<file path="config.mk">
export PLATFORM = sky130hd
export DESIGN_NAME = pipeline_hazard_ctrl
export DESIGN_NICKNAME = d
export VERILOG_FILES = /design/src/rtl/pipeline_hazard_ctrl.sv
export SDC_FILE = /design/constraint.sdc
export NUM_CORES = 1
export LEC_CHECK = 0
export CAP_MARGIN = 20
export CORE_MARGIN = 5
export CORE_UTILIZATION = 29
export DETAILED_ROUTE_END_ITERATION = 6
export PLACE_DENSITY = 0.55
export SYNTH_ARGS = -nofsm -noshare
export SYNTH_HDL_FRONTEND = slang
export SYNTH_SLANG_ARGS = --single-unit
</file>
<file path="constraint.sdc">
create_clock -name clk_i -period 3.2 [get_ports clk_i]
set_input_delay 0.64 -clock clk_i [delete_from_list [all_inputs] [get_ports clk_i]]
set_output_delay 0.64 -clock clk_i [all_outputs]
set_load 0.01 [all_outputs]
</file>
<file path="src/rtl/pipeline_hazard_ctrl.sv">
`default_nettype none
// ============================================================================
// Module   : pipeline_hazard_ctrl
// Purpose  : 5-stage pipeline hazard controller (init hold, load-use bubble,
//            branch flush, memory-stall freeze) with saturating perf counters.
// Revision : 1.0
// ============================================================================
module pipeline_hazard_ctrl #(
    parameter int INIT_CYCLES = 2,
    parameter int CNT_W       = 16
) (
    input  logic             clk_i,
    input  logic             rst_i,
    input  logic [4:0]       id_rs1_i,
    input  logic [4:0]       id_rs2_i,
    input  logic             id_uses_rs2_i,
    input  logic             ex_memread_i,
    input  logic [4:0]       ex_rd_i,
    input  logic             id_branch_taken_i,
    input  logic             icache_stall_i,
    input  logic             dcache_stall_i,
    output logic             pc_write_o,
    output logic             if_id_write_o,
    output logic             noop_o,
    output logic             if_flush_o,
    output logic             freeze_o,
    output logic [CNT_W-1:0] stall_cycles_o,
    output logic [CNT_W-1:0] bubble_cnt_o,
    output logic [CNT_W-1:0] flush_cnt_o
);

    localparam int               IW          = (INIT_CYCLES > 1) ? $clog2(INIT_CYCLES + 1) : 1;
    localparam logic [IW-1:0]    C_INIT_LOAD = IW'(INIT_CYCLES);
    localparam logic [CNT_W-1:0] C_CNT_MAX   = '1;

    typedef enum logic [1:0] {
        INIT   = 2'd0,
        RUN    = 2'd1,
        MSTALL = 2'd2
    } state_t;

    state_t        r_state, w_state_nxt;
    logic [IW-1:0] r_init_cnt, w_init_cnt_nxt;
    logic          w_mem_stall, w_load_use;
    logic          w_running;
    logic          w_cnt_stall, w_cnt_bubble, w_cnt_flush;

    assign w_mem_stall = icache_stall_i | dcache_stall_i;
    assign w_load_use  = ex_memread_i & (ex_rd_i != 5'd0) &
                         ((ex_rd_i == id_rs1_i) | (id_uses_rs2_i & (ex_rd_i == id_rs2_i)));

    always_ff @(posedge clk_i or posedge rst_i) begin
        if (rst_i) begin
            r_state    <= INIT;
            r_init_cnt <= C_INIT_LOAD;
        end else begin
            r_state    <= w_state_nxt;
            r_init_cnt <= w_init_cnt_nxt;
        end
    end

    always_comb begin
        w_state_nxt    = r_state;
        w_init_cnt_nxt = r_init_cnt;
        pc_write_o     = 1'b1;
        if_id_write_o  = 1'b1;
        noop_o         = 1'b0;
        if_flush_o     = 1'b0;
        freeze_o       = 1'b0;
        case (r_state)
            INIT: begin
                pc_write_o    = 1'b0;
                if_id_write_o = 1'b0;
                noop_o        = 1'b1;
                // Leave on the last counted cycle so INIT lasts exactly INIT_CYCLES edges.
                if (r_init_cnt <= IW'(1)) begin
                    w_state_nxt    = RUN;
                    w_init_cnt_nxt = '0;
                end else begin
                    w_init_cnt_nxt = r_init_cnt - 1'b1;
                end
            end
            RUN, MSTALL: begin
                w_state_nxt = w_mem_stall ? MSTALL : RUN;
                if (w_mem_stall) begin
                    freeze_o      = 1'b1;
                    pc_write_o    = 1'b0;
                    if_id_write_o = 1'b0;
                end else if (w_load_use) begin
                    pc_write_o    = 1'b0;
                    if_id_write_o = 1'b0;
                    noop_o        = 1'b1;
                end else if (id_branch_taken_i) begin
                    if_flush_o = 1'b1;
                end
            end
            default: begin
                w_state_nxt    = INIT;
                w_init_cnt_nxt = C_INIT_LOAD;
                pc_write_o     = 1'b0;
                if_id_write_o  = 1'b0;
                noop_o         = 1'b1;
            end
        endcase
    end

    assign w_running    = (r_state == RUN) || (r_state == MSTALL);
    assign w_cnt_stall  = w_running & ~pc_write_o;
    assign w_cnt_bubble = w_running & noop_o;
    assign w_cnt_flush  = w_running & if_flush_o;

    always_ff @(posedge clk_i or posedge rst_i) begin
        if (rst_i) begin
            stall_cycles_o <= '0;
            bubble_cnt_o   <= '0;
            flush_cnt_o    <= '0;
        end else begin
            if (w_cnt_stall && (stall_cycles_o != C_CNT_MAX))
                stall_cycles_o <= stall_cycles_o + 1'b1;
            if (w_cnt_bubble && (bubble_cnt_o != C_CNT_MAX))
                bubble_cnt_o <= bubble_cnt_o + 1'b1;
            if (w_cnt_flush && (flush_cnt_o != C_CNT_MAX))
                flush_cnt_o <= flush_cnt_o + 1'b1;
        end
    end

endmodule
`default_nettype wire

</file>
==> results.yml, run 1 <==
run_status:
  outcome: "finished clean"
final_layout:
  drive_above_1_share: 0.1092
  final_net_count: 374
  final_cell_count_no_fill: 459
  design_area_mm2: 0.003761
  antenna_cells_inserted: 0
  flow.area_growth_from_synthesis_pct: 39.68
setup_path:
  worstPathRequired_ns: 2.56
  worst_reg2reg_path_length_in_cells: 8
  reg2reg_setup_slack_ns: 1.01
  setup.worst_path.class: "input pin to primary output"
  critical_path.max_fanout: 3
  regToRegEndpoint: "bubble_cnt_o[15]$_DFFE_PP0P_"
  worstPathArrival_ns: 2.43
  worstReg2RegStart: "r_state[0]$_DFFE_PP0P_"
  worst_setup_path_end_kind: "primary output"
  timing.critical_path.from_type: "input pin"
  worstSetupStartpoint: "ex_rd_i[1]"
route:
  ant_nets: 0
  drc: 0
  num_vias: 2105
  drt-wirelength-per-cell_um: 13.49
  drt_wl_total_mm: 6.194
  drt_iter0_markers: 63
  viasPerCell: 4.586
  iteration_count_of_the_initial_detailed_routing_pass: 4
placement:
  finalWeightedCongestion: 0.7696
  post_place_cells: 451
  hpwlAfterDp_mm: 4.780
  placed_cell_area_mm2: 0.003637
  port_buffer_cells: 74
flow_run:
  maxCapViolations: 0
min_path:
  hold_path.startpoint: "bubble_cnt_o[9]$_DFFE_PP0P_"
  min_path_type: "flip-flop to flip-flop"
  hold_end: "bubble_cnt_o[9]$_DFFE_PP0P_"
  timing.hold.worst_path_depth: 1
synth:
  netlist.top_cell.by_area: "dfrtp_1"
  synth_enable_flop_cells: 0
  synth_sequential_area_ratio: 0.4837
  ys_top_cells_by_count: "dfrtp_1 (51), xnor2_1 (35), nand3_1 (26)"
  post-synth-top-count-cell: "dfrtp_1"
  syn_nets: 285
  synth_cell_type_count: 42
  synthesis.yosys.warnings: 0
  ranking_of_synthesized_cells_by_area: "dfrtp_1 (47%), xnor2_1 (11%), xor2_1 (5.9%), nand3_1 (4.8%), nand4_1 (3.0%)"
  synthesis.area_mm2: 0.002693
  synthCells: 258
  syn_avg_cell_area_um2: 10.44
  synthArstFlopShare: 1.000
  synth_top_area_frac: 0.4740
  synth-main-ff-cell: "dfrtp_1"
  synth-seq-cells: 52
floorplanning:
  die_footprint_mm2: 0.01131
  boundaryPins: 75
  start_util: 0.2942
  die_width_um: 106.4
  fp.dieH_um: 106.4
  core_footprint_mm2: 0.009153
  placement_rows: 35
power:
  intPower_w: 0.001380
  power.ir.vdd_worst_mv: 0.2976
  pwr_density_cell_mw_per_mm2: 533.3
  switching_share: 0.3121
  power.switching_w: 0.0006260
  clock_power_share: 0.249
  power_leakage_nw: 1.658
  p_comb_frac: 0.325
  seqPwrFrac: 0.426
timing:
  grt_setup_unrepaired: "false"
  layout_worst_path_cycle_share: 0.9587
  post-route-min-period_ns: 3.068
  setup_violations: 0
  timing.clock.skew_ns: 0.005356
  clock.fmax_mhz: 326.0
  drv_slew: 0
  tightestPinTransition_ns: 0.4264
  final-hold-violation-count: 0
  slew_headroom: 0.7158
global_route:
  grt_start_max_net_pins: 21
  first_global_vias: 2222
  grt_use_total: 0.1148
  grt_first_pass_wirelength_mm: 10.65
  gr-max-usage-layer: "met2"
  grtUsageMet1: 0.1451
  grt_util_met2: 0.1919
  total_congestion_overflow: 0
  antenna_found_initial: 0
  grt_util_met3: 0.03643
cts:
  ctsHoldBuffers: 0
  clkSlewWorstSetupHoldPaths_ns: 0.09
  clock_sink_count: 52
  tritoncts: "yes"
  cts_root_buf: "clkbuf_8"
  cts-buffers-inserted: 5
  ctsLongestPathBuffers: 2
  setup_fix_buffers_added_after_clock_tree_synthesis: 0
  clk_latency_ns: 0.30
  h-tree-depth: 2
==> layout make-up <==
class	instances	area [um^2]
fillers	917	5391
multi-input cells	191	1323
flip-flops and latches	52	1303
repair buffers	87	833.3
well taps	111	138.9
clock buffers	7	96.34
inverters	10	37.54
clock inverters	1	30.03
==> metrics by stage <==
step                hold WS (ns)  utilization  power, W  setup slack [ns]  setup TNS [ns]
finish                    0.4989       0.4109  0.002006            0.1323               0
global route              0.5256       0.4109  0.002146           0.05471               0
CTS                       0.5019       0.4107  0.002043           0.07528               0
detailed placement        0.4851       0.3974  0.001548           -0.2176         -0.6135
global placement          0.4789       0.3974  0.001536           -0.1696         -0.5219
floorplan                 0.4680            -  0.001233            0.5918               0
==> registers in the layout, summed over array words and instances (netlist names) <==
register and flops:
bubble_cnt_o 16, flush_cnt_o 16, stall_cycles_o 16, r_init_cnt 2, r_state 2
==> power by group through the flow <==
stage,clock [W],combinational [W],sequential (W)
after global routing,0.000543,0.000727,0.000876
after global placement,0,0.000669,0.000867
final,0.000499,0.000652,0.000855
after detailed placement,0,0.000679,0.000869
after CTS,0.000516,0.000668,0.000858
after floorplan,0,0.000351,0.000881
==> routing by layer <==
layer / wire length (um) / up-vias
met3: 347 / 4
met2: 3036 / 43
met1: 2771 / 995
met5: 0 / -
li1: - / 1063
met4: 38 / 0
==> cell usage in the layout (no fill, tap or decap), drive strengths merged, types with 11 or more instances in the layout <==
cell type,instances
clkdlybuf4s50,70
nand3,26
nand2,20
dfrtp,51
nor2,18
nor3,11
buf,13
nand4,14
xor2,18
xnor2,35
==> logic make-up (layout without fill, tap and decap cells) <==
family	after synthesis	after routing	share of synthesized area
muxes	5	5	0.02184
adders and majority gates	5	5	0.02323
xor gates and xnor gates	53	53	0.1724
buffers and inverters	15	105	0.02602
AOI/OAI and AO/OA	14	14	0.04740
and+or+nand+nor	114	114	0.2254
DFF	52	52	0.4837
==> what timing repair did <==
item                                    CTS  global route
endpoints found under the setup margin    4             1
gates resized for setup                   4             1
gates cloned                              0             0
==> worst max-delay path, cell delays in order <==
cell	delay, ns
clkdlybuf4s50_1	0.42
or4_1	0.53
o21a_2	0.21
and2_2	0.19
nor2_2	0.14
dlygate4sd2_1	0.29
==> how the worst max path moves through the flow <==
stage / end / cells past startpoint
6_report: if_id_write_o / 6
3_3_place_gp: pc_write_o / 6
5_1_grt: if_id_write_o / 6
4_1_cts: if_id_write_o / 6
2_1_floorplan: pc_write_o / 5
3_5_place_dp: if_id_write_o / 6
No activity file was read; power rests on OpenSTA's default activity.
==> inputs of run 2 (changes only) <==
--- a/config.mk
+++ b/config.mk
@@ -6,7 +6,7 @@
 export NUM_CORES = 1
 export LEC_CHECK = 0
 export CAP_MARGIN = 20
-export CORE_MARGIN = 5
+export CORE_MARGIN = 2
 export CORE_UTILIZATION = 29
 export DETAILED_ROUTE_END_ITERATION = 6
 export PLACE_DENSITY = 0.55
==> run 2 against run 1 <==
Net effect: worst setup slack got worse by 0.016 ns; sequential share of layout area rose by 0.28 points; non-clock buffer count did not move; largest cell class unchanged; wire length fell by 2.4%; core utilization fell by 0.13 points; via count rose by 2.0%; largest power group unchanged; global-route usage rose by 1.1 points; combinational power fell by 0.9%; final cell count fell by 0.44%; cell area fell by 0.80%; clock-buffer cell count fell by 2; die area fell by 11%.
==> results.yml, run 2 (synthesis results as in run 1) <==
route:
  iteration_count_of_the_initial_detailed_routing_pass: 4
  viasPerCell: 4.698
  drt_wl_total_mm: 6.046
  drt_iter0_markers: 35
  drc: 0
  num_vias: 2147
  ant_nets: 0
  drt-wirelength-per-cell_um: 13.23
setup_path:
  worst-path-buf-inv: 2
  setup.worst_path.class: "input pin to primary output"
  timing.critical_path.from_type: "input pin"
  slowest_stage_delay_on_critical_path_ns: 0.53
  worstPathCellList: "clkdlybuf4s50_1 -> or4_1 -> o21a_2 -> and2_2 -> nor2_1 -> dlygate4sd2_1"
  critical_path.slowest_cell: "or4_1"
  critical_path.top_delay_family: "simple AND/OR/NAND/NOR gates"
  critical_path.max_fanout: 4
  worst_setup_path_end_kind: "primary output"
  worstPathRequired_ns: 2.56
  worstPathArrival_ns: 2.44
floorplanning:
  die_width_um: 100.4
  die_footprint_mm2: 0.01007
  placement_rows: 35
  core_footprint_mm2: 0.009109
  boundaryPins: 75
  fp.dieH_um: 100.4
  start_util: 0.2956
run_status:
  outcome: "finished clean"
global_route:
  first_global_vias: 2135
  grt_use_total: 0.1257
  grt_first_pass_wirelength_mm: 10.19
  antenna_found_initial: 0
  total_congestion_overflow: 0
  grt_start_max_net_pins: 53
power:
  power.ir.vdd_worst_mv: 0.2227
  power_leakage_nw: 1.644
  pwr_density_cell_mw_per_mm2: 519.1
  totalPowerFinal_w: 0.001937
placement:
  port_buffer_cells: 74
  finalWeightedCongestion: 0.8089
  hpwlAfterDp_mm: 4.542
  placed_cell_area_mm2: 0.003637
final_layout:
  drive_above_1_share: 0.1012
  biggestRegsByFlops: "bubble_cnt_o x16, flush_cnt_o x16, stall_cycles_o x16"
  final_net_count: 374
  flow.area_growth_from_synthesis_pct: 38.57
  layout.cells.most_common: "clkdlybuf4s50_1"
  final_cell_mix: "clkdlybuf4s50_1 (70), dfrtp_1 (51), xnor2_1 (35)"
  antenna_cells_inserted: 0
  design_area_mm2: 0.003731
cts:
  clk_latency_ns: 0.30
  ctsLongestPathBuffers: 2
  clock_sink_count: 52
  ctsHoldBuffers: 0
  cts-resized-gates: 4
  setup_fix_buffers_added_after_clock_tree_synthesis: 0
  cts_root_buf: "clkbuf_8"
  tritoncts: "yes"
  clkSlewWorstSetupHoldPaths_ns: 0.09
  h-tree-depth: 2
  cts-buffers-inserted: 5
timing:
  clock.fmax_mhz: 324.3
  final-hold-violation-count: 0
  timing.clock.skew_ns: 0.005633
  setup_violations: 0
  drv_slew: 0
  tightestPinTransition_ns: 0.6639
  layout_worst_path_cycle_share: 0.9636
  slew_headroom: 0.5574
  post-route-min-period_ns: 3.083
  grt_setup_unrepaired: "false"
min_path:
  min_path_type: "flip-flop to flip-flop"
flow_run:
  maxCapViolations: 0
run 2: area by class of cell:
cell class | instances | area, um^2
Clock buffer | 5 | 68.82
Clock inverter | 1 | 30.03
Fill cell | 894 | 5378
Inverter | 10 | 37.54
Multi-Input combinational cell | 191 | 1320
Sequential cell | 52 | 1303
Tap cell | 111 | 138.9
Timing Repair Buffer | 87 | 833.3
run 2: path summary, 6_finish.rpt:
path	slack, ns	endpoint	cells past startpoint	startpoint
setup / recovery	0.12	pc_write_o	6	ex_rd_i[1]
min in group asynchronous	0.83	flush_cnt_o[8]$_DFFE_PP0P_	3	rst_i
setup reg to reg	1.05	bubble_cnt_o[15]$_DFFE_PP0P_	8	r_state[0]$_DFFE_PP0P_
hold reg to reg	0.49	stall_cycles_o[15]$_DFFE_PP0P_	1	stall_cycles_o[15]$_DFFE_PP0P_
max in group asynchronous	1.93	stall_cycles_o[2]$_DFFE_PP0P_	3	rst_i
hold / removal	0.49	stall_cycles_o[15]$_DFFE_PP0P_	1	stall_cycles_o[15]$_DFFE_PP0P_
run 2: where the power goes:
| part | switching [W] | leakage (nW) | total [W] | internal [W] |
|---|---|---|---|---|
| combinational | 0.000297 | 0.921 | 0.000646 | 0.000349 |
| clock | 0.000210 | 0.0501 | 0.000435 | 0.000225 |
| sequential | 0.000102 | 0.673 | 0.000856 | 0.000754 |
run 2: stage by stage:
stage,util,instances,TNS [ns],worst slack [ns],hold slack [ns]
after floorplan,-,258,0,0.5918,0.4680
after global placement,0.3993,451,-0.5094,-0.1778,0.4829
after detailed placement,0.3993,451,-0.5186,-0.1895,0.4844
after CTS,0.4096,457,0,0.09322,0.4974
after global routing,0.4096,457,0,0.007340,0.5190
final,0.4096,457,0,0.1165,0.4921
run 2: per-layer routing:
metal  part of all wire  routed length [um]  global-route usage  vias to the layer above
met1               0.46                2809              0.1627                     1036
met5                  0                   0                   0                        -
met3              0.035                 212             0.02786                        7
li1                   -                   -                   -                     1066
met4              0.012                  71             0.02950                        0
met2               0.49                2953              0.2142                       38
==> inputs of run 3 (changes only) <==
--- a/config.mk
+++ b/config.mk
@@ -10,6 +10,7 @@
 export CORE_UTILIZATION = 29
 export DETAILED_ROUTE_END_ITERATION = 6
 export PLACE_DENSITY = 0.55
+export SLEW_MARGIN = 10
 export SYNTH_ARGS = -nofsm -noshare
 export SYNTH_HDL_FRONTEND = slang
 export SYNTH_SLANG_ARGS = --single-unit
==> results of run 3 <==
Same layout as run 2: the final DEF is identical, and so are final timing and power.
